File: src/rtl/mem_port_arbiter.sv
// ---------------------------------------------------------------------------
// mem_port_arbiter
//
// Shares one single-port unified memory between three requesters:
// instruction fetch (IF), data load/store (D) and the external program
// loader (LD). The block also decodes the memory-mapped I/O window that
// holds the LED, HEX and switch registers.
//
// At most one access is granted per cycle. Grants are combinational from
// the requests and a 1-bit round-robin register. Read data is returned one
// cycle after the grant, on a separate response register per requester.
//
// Ports
//   clk, reset_n                      clock, asynchronous active-low reset
//   if_req/if_addr -> if_gnt          fetch request (read only)
//   if_rvalid/if_rdata                fetch response, one cycle after grant
//   d_req/d_we/d_addr/d_wdata -> d_gnt  data request
//   d_rvalid/d_rdata                  data read response
//   ld_req/ld_addr/ld_wdata -> ld_gnt loader request (write only)
//   mem_we/mem_a/mem_wd, mem_rd       memory array port (async read,
//                                     sync write)
//   sw                                board switches (asynchronous)
//   led, hex                          IO output registers
// ---------------------------------------------------------------------------
module mem_port_arbiter #(
  parameter int unsigned MEM_WORDS = 256,
  parameter logic [31:0] LED_ADDR  = 32'h104,
  parameter logic [31:0] HEX_ADDR  = 32'h108,
  parameter logic [31:0] SW_ADDR   = 32'h120
) (
  input  logic        clk,
  input  logic        reset_n,

  input  logic        if_req,
  input  logic [31:0] if_addr,
  output logic        if_gnt,
  output logic        if_rvalid,
  output logic [31:0] if_rdata,

  input  logic        d_req,
  input  logic        d_we,
  input  logic [31:0] d_addr,
  input  logic [31:0] d_wdata,
  output logic        d_gnt,
  output logic        d_rvalid,
  output logic [31:0] d_rdata,

  input  logic        ld_req,
  input  logic [31:0] ld_addr,
  input  logic [31:0] ld_wdata,
  output logic        ld_gnt,

  output logic        mem_we,
  output logic [31:0] mem_a,
  output logic [31:0] mem_wd,
  input  logic [31:0] mem_rd,

  input  logic [9:0]  sw,
  output logic [9:0]  led,
  output logic [31:0] hex
);

  // Grant selector encoding.
  localparam logic [1:0] SEL_NONE = 2'd0;
  localparam logic [1:0] SEL_IF   = 2'd1;
  localparam logic [1:0] SEL_D    = 2'd2;
  localparam logic [1:0] SEL_LD   = 2'd3;

  // First byte address past the RAM region (33 bits so MEM_WORDS*4 can
  // reach 2^32 without wrapping).
  localparam logic [32:0] RAM_LIMIT = 33'(MEM_WORDS) << 2;

  // Word-aligned IO register addresses.
  localparam logic [31:0] LED_WORD = {LED_ADDR[31:2], 2'b00};
  localparam logic [31:0] HEX_WORD = {HEX_ADDR[31:2], 2'b00};
  localparam logic [31:0] SW_WORD  = {SW_ADDR[31:2], 2'b00};

  // ---------------------------------------------------------------------
  // State
  // ---------------------------------------------------------------------
  logic        rr_last_d_reg;   // 1: D was the last IF/D winner
  logic        rr_last_d_next;
  logic        if_rvalid_reg;
  logic [31:0] if_rdata_reg;
  logic        d_rvalid_reg;
  logic [31:0] d_rdata_reg;
  logic [9:0]  led_reg;
  logic [31:0] hex_reg;
  logic [9:0]  sw_meta_reg;     // first synchronizer stage
  logic [9:0]  sw_sync_reg;     // second synchronizer stage

  // ---------------------------------------------------------------------
  // Arbitration
  // ---------------------------------------------------------------------
  logic [1:0]  sel;
  logic [31:0] gnt_addr;
  logic [31:0] gnt_wdata;
  logic        gnt_we;

  always_comb begin
    sel = SEL_NONE;
    // Grants are forced low while reset is asserted so every output sits
    // at its reset value independent of the request inputs.
    if (!reset_n) begin
      sel = SEL_NONE;
    end else if (ld_req) begin
      sel = SEL_LD;
    end else if (if_req && d_req) begin
      // On conflict the requester that did not win last time goes now.
      sel = rr_last_d_reg ? SEL_IF : SEL_D;
    end else if (if_req) begin
      sel = SEL_IF;
    end else if (d_req) begin
      sel = SEL_D;
    end
  end

  assign if_gnt = (sel == SEL_IF);
  assign d_gnt  = (sel == SEL_D);
  assign ld_gnt = (sel == SEL_LD);

  always_comb begin
    gnt_addr  = 32'h0;
    gnt_wdata = 32'h0;
    gnt_we    = 1'b0;
    case (sel)
      SEL_IF: begin
        gnt_addr = if_addr;
      end
      SEL_D: begin
        gnt_addr  = d_addr;
        gnt_wdata = d_wdata;
        gnt_we    = d_we;
      end
      SEL_LD: begin
        gnt_addr  = ld_addr;
        gnt_wdata = ld_wdata;
        gnt_we    = 1'b1;
      end
      default: begin
        gnt_addr  = 32'h0;
        gnt_wdata = 32'h0;
        gnt_we    = 1'b0;
      end
    endcase
  end

  // The loader does not disturb the IF/D fairness history.
  always_comb begin
    rr_last_d_next = rr_last_d_reg;
    if (sel == SEL_IF) begin
      rr_last_d_next = 1'b0;
    end else if (sel == SEL_D) begin
      rr_last_d_next = 1'b1;
    end
  end

  // ---------------------------------------------------------------------
  // Address decode on the granted address (byte offset ignored)
  // ---------------------------------------------------------------------
  logic [31:0] word_addr;
  logic        in_io;
  logic        hit_led;
  logic        hit_hex;
  logic        hit_sw;
  logic        hit_ram;

  assign word_addr = {gnt_addr[31:2], 2'b00};
  assign in_io     = (word_addr[31:8] == 24'h000001);   // 0x100..0x1FF
  assign hit_led   = in_io && (word_addr == LED_WORD);
  assign hit_hex   = in_io && (word_addr == HEX_WORD);
  assign hit_sw    = in_io && (word_addr == SW_WORD);
  // IO window shadows any RAM underneath it.
  assign hit_ram   = !in_io && ({1'b0, word_addr} < RAM_LIMIT);

  // ---------------------------------------------------------------------
  // Memory port
  // ---------------------------------------------------------------------
  assign mem_a  = gnt_addr;
  assign mem_wd = gnt_wdata;
  assign mem_we = gnt_we && hit_ram;

  // ---------------------------------------------------------------------
  // Read data selection for the granted read
  // ---------------------------------------------------------------------
  logic [31:0] rd_data;

  always_comb begin
    rd_data = 32'h0;
    if (hit_ram) begin
      rd_data = mem_rd;
    end else if (hit_led) begin
      rd_data = {22'b0, led_reg};
    end else if (hit_hex) begin
      rd_data = hex_reg;
    end else if (hit_sw) begin
      rd_data = {22'b0, sw_sync_reg};
    end
  end

  logic if_rd_gnt;
  logic d_rd_gnt;
  logic led_wr;
  logic hex_wr;

  assign if_rd_gnt = (sel == SEL_IF);
  assign d_rd_gnt  = (sel == SEL_D) && !d_we;
  // Writes to SW_ADDR or unmapped addresses fall through and are dropped.
  assign led_wr    = gnt_we && hit_led;
  assign hex_wr    = gnt_we && hit_hex;

  // ---------------------------------------------------------------------
  // Sequential state
  // ---------------------------------------------------------------------
  always_ff @(posedge clk or negedge reset_n) begin
    if (!reset_n) begin
      rr_last_d_reg <= 1'b0;
      if_rvalid_reg <= 1'b0;
      if_rdata_reg  <= 32'h0;
      d_rvalid_reg  <= 1'b0;
      d_rdata_reg   <= 32'h0;
      led_reg       <= 10'h0;
      hex_reg       <= 32'h0;
      sw_meta_reg   <= 10'h0;
      sw_sync_reg   <= 10'h0;
    end else begin
      rr_last_d_reg <= rr_last_d_next;

      // rvalid pulses for exactly the cycle after each granted read;
      // rdata holds until the next read for the same requester.
      if_rvalid_reg <= if_rd_gnt;
      if (if_rd_gnt) begin
        if_rdata_reg <= rd_data;
      end

      d_rvalid_reg <= d_rd_gnt;
      if (d_rd_gnt) begin
        d_rdata_reg <= rd_data;
      end

      if (led_wr) begin
        led_reg <= gnt_wdata[9:0];
      end
      if (hex_wr) begin
        hex_reg <= gnt_wdata;
      end

      sw_meta_reg <= sw;
      sw_sync_reg <= sw_meta_reg;
    end
  end

  assign if_rvalid = if_rvalid_reg;
  assign if_rdata  = if_rdata_reg;
  assign d_rvalid  = d_rvalid_reg;
  assign d_rdata   = d_rdata_reg;
  assign led       = led_reg;
  assign hex       = hex_reg;

endmodule
File: config.mk
export PLATFORM = sky130hd
export DESIGN_NAME = mem_port_arbiter
export DESIGN_NICKNAME = d
export VERILOG_FILES = /design/src/rtl/mem_port_arbiter.sv
export SDC_FILE = /design/constraint.sdc
export NUM_CORES = 1
export LEC_CHECK = 0
export BUFFER_PORTS_ARGS = -buffer_cell sky130_fd_sc_hd__buf_2
export CELL_PAD_IN_SITES_DETAIL_PLACEMENT = 0
export CELL_PAD_IN_SITES_GLOBAL_PLACEMENT = 1
export CORE_AREA = 5 5 146 148
export CTS_CLUSTER_DIAMETER = 120
export DETAILED_ROUTE_END_ITERATION = 8
export DIE_AREA = 0 0 151 153
export PLACE_DENSITY_LB_ADDON = 0.1
export SYNTH_ARGS = -nofsm -noshare
export SYNTH_HDL_FRONTEND = slang
export SYNTH_SLANG_ARGS = --single-unit
export TNS_END_PERCENT = 50
File: constraint.sdc
create_clock -name clk -period 8.4 [get_ports clk]
set_clock_uncertainty 0.15 [all_clocks]
set_input_delay 0 -clock clk [delete_from_list [all_inputs] [get_ports clk]]
set_output_delay 0 -clock clk [all_outputs]
set_load 0.005 [all_outputs]
==> results.toml <==
[global_routing]
grt_first_pass_wirelength_um = 39100
grt_overflow = 0
track_usage_pct = 21.7
grt_pass1_vias = 6837
grt_start_max_net_pins = 93
antenna_found_initial = 0

[yosys]
synth_mux_area_share_pct = 10.4
yosys.area.top_type = "dfrtp_1"
avgSynthCellArea_sq_um = 10.9
yosys-top-cells-count = "dfrtp_1 (129), nor2_1 (95), mux2_2 (53)"
synth_edf_count = 0
yosysWarnings = 0
syn_inst = 560
synth_xor_area_share_pct = 0
synth-main-ff-cell = "dfrtp_1"
ys_top_cells_by_area = "dfrtp_1 (53%), mux2_2 (9.8%), nor2_1 (5.9%)"
synthSimpleGateAreaFrac_pct = 12.5
yosysSeqAreaShare_pct = 53.0
syn_nets = 772
synth_fa_ha_area_share_pct = 0.822
ys_ff_latch = 129
synth.most_common_cell = "dfrtp_1"
synth_top_cell_area_share_pct = 53.0
async_flop_share_pct = 100
synth_compound_area_share_pct = 19.6
synth_top_family_by_area = "compound AO/OA/AOI/OAI gates"
ys_types = 39
synthesis.area_sq_um = 6090

[setup_path]
path_common_cell = "dlygate4sd3_1"
critPathSlowestCell = "and3_1"
crit_arrival_ns = 6.30
critPathLaunchType = "input pin"
cp_top_family = "buffers and inverters"
cp_data_required_time_ns = 8.60
critPathBufInv = 6
crit_chain = "dlygate4sd3_1 > dlygate4sd3_1 > buf_6 > o21ai_0 > inv_1 > ha_2 > buf_4 > a222oi_1 > or3b_4 > nor4_4 > and3_1 > nand2_1 > a31oi_1 > dlygate4sd3_1"
max_stage_delay_ns = 0.99
worst_setup_path_end_kind = "flop"
critPathMaxFanout = 40
crit_type = "input pin to flop"

[drt]
via_count = 6620
totalWireLength_um = 26100
wl_per_cell_um = 19.9
drc = 0
drt_iter0_markers = 473
vias_per_cell = 5.04
final_antenna_net_count = 0
drtPass1Iterations = 8

[sta]
fin_crit_ns = 6.09
slew_headroom_pct = 25.4
fin_hold_ws_ns = 0.0307
drv_slew = 0
fin_tns_setup_ns = 0
setup_viol = 0
worst_slew_pin_slew_ns = 1.12
fmax_ghz = 0.164
post-route-period-util_pct = 72.6
rsz0062_at_grt = "false"
hold_viol = 0

[job]
drv_cap = 0

[final_layout]
final_core_util_pct = 49.9
final-seq-area_sq_um = 3230
area_growth_syn_to_layout_pct = 63.2
final_net_count = 1243
layout-drive-gt1-share_pct = 46.6
fillCellCount = 1912
multiInputGateArea_sq_um = 2670
diodes = 0

[clock_tree]
cts_buffers = 17
cts.clk_slew.worst_paths_ns = 0.06
cts_tree = "yes"
cts-root-buf = "clkbuf_16"
insertion_delay_ns = 0.41
cts_htree_levels = 4
cts_sinks = 129
cts_buffer_depth = 2

[place]
portBuffers = 383
dp.final_hpwl_um = 19200
place.gp.congestion = 0.841

[pwr]
power.density_nw_per_um2 = 199
leakage_nw = 5.17
ir_drop_v = 0.000141
fin_total_pwr_mw = 1.98

[outcome]
status = "finished clean"

[floorplan]
io_pins = 384
die_height_um = 153
start_util_pct = 30.6
die_w_um = 151
rows = 52
core-area_sq_um = 19900
die_area_sq_um = 23100

[hold_path]
hold_class = "input pin to flop"
-- metrics by stage --
stage                     worst slack (ns)  cells  cell area [sq um]
after floorplan                       4.99    560               6090
after global placement                3.39   1175               8230
after detailed placement              3.12   1175               8230
after CTS                             2.29   1314               9940
after global routing                  1.83   1314               9940
final                                 2.31   1314               9940
-- per-layer routing --
metal  GRT usage [%]  routed length (um)  up-vias
met5               0                   0        -
met1            26.4               10300     3207
met2            38.3               13400      295
met3            5.18                1940       42
met4            5.57                 441        0
li1                -                   -     3076
-- worst reg2reg max path, delay by kind of cell, from the launching register on --
kind / cells / cell delay [ns]
AOI/OAI and AO/OA: 4 / 1.15
adders and majority gates: 1 / 0.41
buffers and inverters: 4 / 1.14
DFF: 1 / 0.40
and+or+nand+nor: 4 / 2.30
-- logic make-up (layout without fill, tap and decap cells) --
| group | after synthesis | in the layout |
|---|---|---|
| and+or+nand+nor | 170 | 170 |
| AOI/OAI and AO/OA | 151 | 151 |
| DFF | 129 | 129 |
| muxes | 56 | 56 |
| buffers and inverters | 50 | 534 |
| adders and majority gates | 4 | 4 |
-- report_power, final --
group,switching [mW],internal (mW),total (mW)
Combinational,0.228,0.217,0.445
Sequential,0.0417,0.697,0.739
Clock,0.315,0.484,0.799
-- path summary, 6_finish.rpt --
kind                                      from        endpoint  slack (ns)  depth (start not counted)
max in group asynchronous              reset_n     d_rdata[21]        5.96                          4
worst max-delay path                   reset_n     d_rdata[28]        2.31                         14
min in group asynchronous              reset_n         hex[12]        0.48                          3
worst min-delay path                 mem_rd[1]     if_rdata[1]        0.03                          4
worst min register to register  sw_meta_reg[8]  sw_sync_reg[8]        0.20                          0
worst max register to register   rr_last_d_reg     d_rdata[28]        2.78                         13
-- final cells by class --
class	count	area share, %
inverters	4	0.151
well taps	270	3.40
clock inverters	15	2.15
flip-flops and latches	129	32.5
clock buffers	17	4.28
multi-input cells	381	26.8
repair buffers	498	30.7
-- cells in the final DEF (no fill, tap or decap), types with 3 or more instances in the layout --
master         count
a211oi_1           7
a21oi_1            9
a221o_1            3
a222oi_1          32
a22o_1            32
a22oi_1            7
a31oi_1           44
a32oi_1            3
a41oi_1            7
buf_2            382
buf_4              8
bufinv_16          3
clkbuf_16         17
dfrtp_1          129
dlygate4sd3_1    107
inv_1              4
inv_6              5
inv_8              5
mux2_1             3
mux2_2            53
nand2_1           46
nand4_1            9
nor2_1            95
or3_1              3
-- repair_timing --
item                                   in CTS  in global routing
endpoints found under the hold margin     162                  0
gates resized for setup                     0                  0
buffers inserted                            0                  0
setup endpoints to repair                   0                  0
hold buffers                              107                  0
No activity file was read; power rests on OpenSTA's default activity.
